File: config.mk
export PLATFORM = sky130hd
export DESIGN_NAME = alu_register
export DESIGN_NICKNAME = d
export VERILOG_FILES = /design/src/rtl/alu_register.sv
export SDC_FILE = /design/constraint.sdc
export NUM_CORES = 1
export LEC_CHECK = 0
export ABC_AREA = 1
export BUFFER_PORTS_ARGS = -buffer_cell sky130_fd_sc_hd__buf_4
export CORE_MARGIN = 2
export CORE_UTILIZATION = 35
export DETAILED_ROUTE_END_ITERATION = 12
export GPL_TIMING_DRIVEN = 0
export PLACE_DENSITY_LB_ADDON = 0.15
export SLEW_MARGIN = 10
export SYNTH_ARGS = -nofsm -noshare
export SYNTH_HDL_FRONTEND = slang
export SYNTH_SLANG_ARGS = --single-unit
File: constraint.sdc
create_clock -name clk_i -period 1.2 [get_ports clk_i]
set_clock_uncertainty 0.1 [all_clocks]
set_input_delay 0.06 -clock clk_i [delete_from_list [all_inputs] [get_ports clk_i]]
set_output_delay 0.06 -clock clk_i [all_outputs]
set_load 0.01 [all_outputs]
File: src/rtl/alu_register.sv
// alu_register: eight-operation ALU whose result is captured in an output
// register, so result_o is valid one clock after operands/opcode are presented.
//
// Ports
//   clk_i     rising-edge clock
//   rst_i     asynchronous, active-low reset; clears result_o
//   first_i   operand A (value that is shifted, compared or negated)
//   second_i  operand B (shift amount for the shift opcodes)
//   opcode_i  operation select
//   result_o  registered result
//
// Opcodes: 000 NAND, 001 XOR, 010 ADD, 011 ASR, 100 OR, 101 LSL, 110 NOT, 111 LT
module alu_register #(
  parameter int WIDTH = 8
) (
  input  logic             clk_i,
  input  logic             rst_i,
  input  logic [WIDTH-1:0] first_i,
  input  logic [WIDTH-1:0] second_i,
  input  logic [2:0]       opcode_i,
  output logic [WIDTH-1:0] result_o
);

  // WIDTH always fits in WIDTH bits for WIDTH >= 2.
  localparam logic [WIDTH-1:0] WIDTH_V = WIDTH[WIDTH-1:0];

  logic [WIDTH-1:0] alu_next;
  logic [WIDTH-1:0] sign_fill;
  logic             shift_big;

  // The full operand B is compared against WIDTH so that large shift amounts
  // saturate instead of wrapping through the low bits.
  assign shift_big = (second_i >= WIDTH_V);
  assign sign_fill = {WIDTH{first_i[WIDTH-1]}};

  always_comb begin
    alu_next = '0;
    case (opcode_i)
      3'b000: alu_next = ~(first_i & second_i);
      3'b001: alu_next = first_i ^ second_i;
      3'b010: alu_next = first_i + second_i;
      3'b011: alu_next = shift_big ? sign_fill
                                   : $unsigned($signed(first_i) >>> second_i);
      3'b100: alu_next = first_i | second_i;
      3'b101: alu_next = shift_big ? '0 : (first_i << second_i);
      3'b110: alu_next = ~first_i;
      3'b111: alu_next = {{(WIDTH-1){1'b0}}, (first_i < second_i)};
      default: alu_next = '0;
    endcase
  end

  always_ff @(posedge clk_i or negedge rst_i) begin
    if (!rst_i) begin
      result_o <= '0;
    end else begin
      result_o <= alu_next;
    end
  end

endmodule

==> run_summary.xml <==
<?xml version="1.0" encoding="UTF-8"?>
<metrics>
  <group name="global_route">
    <metric name="antenna_found_initial" unit="">0</metric>
    <metric name="pin_count_of_the_biggest_net_entering_global_routing" unit="">11</metric>
    <metric name="grt_first_pass_wirelength" unit="µm">10500</metric>
    <metric name="grtUsageTotal" unit="%">22.0</metric>
    <metric name="grt.overflow.total" unit="">0</metric>
    <metric name="number_of_global_route_vias_before_repair" unit="">2196</metric>
  </group>
  <group name="worst_setup_path">
    <metric name="crit_path_frequent_cell" unit="">sky130_fd_sc_hd__a21oi_2</metric>
    <metric name="crit_path_max_fanout" unit="">3</metric>
    <metric name="criticalPathCategory" unit="">in2reg</metric>
    <metric name="worstSetupEndpointType" unit="">flop</metric>
    <metric name="cp_top_family" unit="">adder cells</metric>
    <metric name="slowest_cp_cell" unit="">sky130_fd_sc_hd__fa_2</metric>
    <metric name="arrival" unit="ns">1.43</metric>
    <metric name="delay_of_the_slowest_cell_on_the_worst_path" unit="ns">0.39</metric>
    <metric name="critical_path_required" unit="ns">1.19</metric>
    <metric name="worstPathBufferInverterCount" unit="">1</metric>
    <metric name="crit_path_cell_trace" unit="">buf_6, ha_4, fa_2, nand2_2, a21oi_2, nor3_2, nand3b_1, nand2_1, a21oi_2, nand3_1</metric>
    <metric name="start_kind" unit="">input port</metric>
  </group>
  <group name="die">
    <metric name="initial_core_util" unit="%">36.2</metric>
    <metric name="floorplan.rows" unit="">26</metric>
    <metric name="design.core.area" unit="µm²">5110</metric>
    <metric name="pin_count" unit="">29</metric>
    <metric name="die_area" unit="µm²">5890</metric>
    <metric name="die-height" unit="µm">76.7</metric>
    <metric name="fp.dieW" unit="µm">76.7</metric>
  </group>
  <group name="power_and_ir_drop">
    <metric name="vdd.ir_drop.worst" unit="µV">380</metric>
    <metric name="power_leakage" unit="nW">1.39</metric>
    <metric name="power_density" unit="nW/µm²">559</metric>
  </group>
  <group name="layout">
    <metric name="number_of_cells_in_the_finished_layout_apart_from_fillers" unit="">448</metric>
    <metric name="largest_register" unit="">result_o</metric>
    <metric name="largest_register_ff_count" unit="">8</metric>
    <metric name="num_antenna_cells" unit="">0</metric>
    <metric name="drive_above_1_share" unit="%">38.9</metric>
    <metric name="fin_util" unit="%">55.1</metric>
    <metric name="finish.net_count" unit="">426</metric>
    <metric name="mostFrequentLayoutCell" unit="">sky130_fd_sc_hd__nand2_1</metric>
    <metric name="most-common-layout-cells" unit="">sky130_fd_sc_hd__nand2_1 (92), sky130_fd_sc_hd__buf_4 (41), sky130_fd_sc_hd__nand3_1 (31), sky130_fd_sc_hd__inv_1 (27), sky130_fd_sc_hd__nor2_1 (21)</metric>
    <metric name="areaGrowthSynthToFinish" unit="%">52.2</metric>
    <metric name="largest_registers" unit="">result_o (8)</metric>
  </group>
  <group name="detailed_routing">
    <metric name="initialDrtViolationCount" unit="">204</metric>
    <metric name="drt-total-wl" unit="µm">6610</metric>
    <metric name="routedWlPerCell" unit="µm">14.8</metric>
    <metric name="drcViolationCount" unit="">0</metric>
    <metric name="postRouteAntennaNets" unit="">0</metric>
    <metric name="drtPass1Iterations" unit="">6</metric>
    <metric name="avgViaCountPerCell" unit="">5.21</metric>
    <metric name="route.vias.total" unit="">2335</metric>
  </group>
  <group name="synthesis">
    <metric name="ys.warnings.count" unit="">0</metric>
    <metric name="synth_fp_nets" unit="">366</metric>
    <metric name="synth.lib_cells_used.distinct" unit="">35</metric>
    <metric name="synth_top_cell_by_area" unit="">sky130_fd_sc_hd__nand2_1</metric>
    <metric name="synth_seq_area_share" unit="%">10.8</metric>
    <metric name="synth_cells" unit="">320</metric>
    <metric name="synthTopCellsByArea" unit="">sky130_fd_sc_hd__nand2_1 (20%), sky130_fd_sc_hd__ha_1 (16%), sky130_fd_sc_hd__nand3_1 (12%), sky130_fd_sc_hd__dfrtp_1 (11%), sky130_fd_sc_hd__inv_1 (8.5%)</metric>
    <metric name="ys_seq_elements" unit="">8</metric>
    <metric name="syn-mean-instance-area" unit="µm²">5.78</metric>
    <metric name="synth_largest_type_area_fraction" unit="%">20.1</metric>
    <metric name="netlist_area" unit="µm²">1850</metric>
  </group>
  <group name="run">
    <metric name="timing.max_cap.violations" unit="">0</metric>
  </group>
  <group name="placement">
    <metric name="gp_congestion" unit="">0.897</metric>
    <metric name="place.detailed.instances" unit="">417</metric>
    <metric name="placement.io_buffers" unit="">27</metric>
    <metric name="dp_hpwl" unit="µm">4830</metric>
  </group>
  <group name="timing">
    <metric name="worst_slack" unit="ns">-0.233</metric>
    <metric name="fin_worst_hold_slack" unit="ns">0.0945</metric>
    <metric name="setup_viol" unit="">8</metric>
    <metric name="slew_headroom" unit="%">69.0</metric>
    <metric name="fin_tns_setup" unit="ns">-1.20</metric>
    <metric name="final_max_slew_viol_count" unit="">0</metric>
    <metric name="timing_worst_slew_pin_value" unit="ns">0.463</metric>
    <metric name="timing.fmax" unit="MHz">698</metric>
    <metric name="grt_setup_unrepaired" unit="">true</metric>
    <metric name="timing.final.crit_share" unit="%">119</metric>
    <metric name="hold_viol" unit="">0</metric>
    <metric name="post-route-min-period" unit="ns">1.43</metric>
  </group>
  <group name="cts">
    <metric name="total_clock_buffers_created_by_cts" unit="">3</metric>
    <metric name="cts-htree-levels" unit="">1</metric>
    <metric name="tritoncts_clock_tree" unit="">yes</metric>
    <metric name="clk_transition_reported_paths" unit="ns">0.04</metric>
    <metric name="cts.root.buffer_cell" unit="">sky130_fd_sc_hd__clkbuf_8</metric>
    <metric name="cts_sink_cnt" unit="">8</metric>
    <metric name="clk_path_buf_depth" unit="">2</metric>
  </group>
  <group name="hold_path">
    <metric name="hp-class" unit="">in2async</metric>
  </group>
  <group name="run_status">
    <metric name="outcome" unit="">finished, violations left</metric>
    <metric name="violations" unit="">setup timing</metric>
  </group>
</metrics>
## synth_stat cells
library cell,count
sky130_fd_sc_hd__nor2_2,2
sky130_fd_sc_hd__a221oi_1,1
sky130_fd_sc_hd__nor2_1,27
sky130_fd_sc_hd__nor2_4,4
sky130_fd_sc_hd__buf_4,1
sky130_fd_sc_hd__ha_1,24
sky130_fd_sc_hd__o21ai_0,6
sky130_fd_sc_hd__o21ai_1,1
sky130_fd_sc_hd__o2111ai_1,1
sky130_fd_sc_hd__a211oi_1,3
sky130_fd_sc_hd__a22oi_2,1
sky130_fd_sc_hd__o211ai_1,2
sky130_fd_sc_hd__nand2_2,2
sky130_fd_sc_hd__nor3_1,2
sky130_fd_sc_hd__or2_2,4
sky130_fd_sc_hd__o21bai_1,1
sky130_fd_sc_hd__nor3_2,1
sky130_fd_sc_hd__o21a_1,2
sky130_fd_sc_hd__a21oi_1,17
sky130_fd_sc_hd__inv_2,4
sky130_fd_sc_hd__inv_1,42
sky130_fd_sc_hd__nand4_1,5
sky130_fd_sc_hd__nand2_1,99
sky130_fd_sc_hd__nand3_1,45
sky130_fd_sc_hd__a31oi_1,1
sky130_fd_sc_hd__o22ai_1,1
sky130_fd_sc_hd__xor2_1,1
sky130_fd_sc_hd__buf_2,1
sky130_fd_sc_hd__nand3b_1,1
sky130_fd_sc_hd__fa_1,1
sky130_fd_sc_hd__nand2_4,1
sky130_fd_sc_hd__a22oi_1,2
sky130_fd_sc_hd__nor3_4,1
sky130_fd_sc_hd__dfrtp_1,8
sky130_fd_sc_hd__clkbuf_1,5
## cell type report
type	instances	area, µm²
Buffer	5	40.0
Clock buffer	3	41.3
Fill cell	502	2290
Inverter	46	201
Multi-Input combinational cell	259	1720
Sequential cell	8	200
Tap cell	70	87.6
Timing Repair Buffer	57	527
## layer usage
metal | vias to the layer above | global-route usage, % | wire, µm
met5 | - | 0 | 0
li1 | 1162 | - | -
met3 | 18 | 2.24 | 367
met4 | 0 | 8.55 | 191
met1 | 1068 | 28.6 | 2770
met2 | 87 | 37.3 | 3280
## power by group
group	leakage [nW]	switching, mW	internal [mW]
clock network	0.0216	0.0857	0.215
logic	1.27	0.527	0.433
registers	0.0980	0.00795	0.306
## through the flow
| step | setup WS [ns] | instance area, µm² | total power, mW |
|---|---|---|---|
| floorplan | -0.196 | 1950 | 0.776 |
| global placement | -0.623 | 2240 | 1.04 |
| detailed placement | -0.624 | 2240 | 1.04 |
| CTS | -0.239 | 2610 | 1.47 |
| global route | -0.332 | 2820 | 1.70 |
| finish | -0.233 | 2820 | 1.58 |
## path summary, 6_finish.rpt
check	cells after the start	to	slack [ns]	from
min in group clk_i	5	result_o[6]$_DFF_PN0_	0.15	second_i[6]
worst min-delay path	2	result_o[0]$_DFF_PN0_	0.09	rst_i
worst max-delay path	10	result_o[4]$_DFF_PN0_	-0.23	first_i[0]
max in group asynchronous	2	result_o[3]$_DFF_PN0_	0.79	rst_i
## kinds of logic after synthesis
logic type      Yosys count  synth area share (%)
simple gates            194                  47.5
buf+inv                  53                  11.0
compound gates           39                  12.8
fa+ha+maj                25                  17.3
flops                     8                  10.8
xor+xnor                  1                 0.473
## what timing repair did
action | 4_1_cts | 5_1_grt
hold buffers | 1 | 0
endpoints found under the setup margin | 8 | 8
gates resized for setup | 50 | 53
buffers inserted | 22 | 7
pin swaps | 38 | 47
endpoints found under the hold margin | 8 | 0
Power figures use the tool's default switching activity.
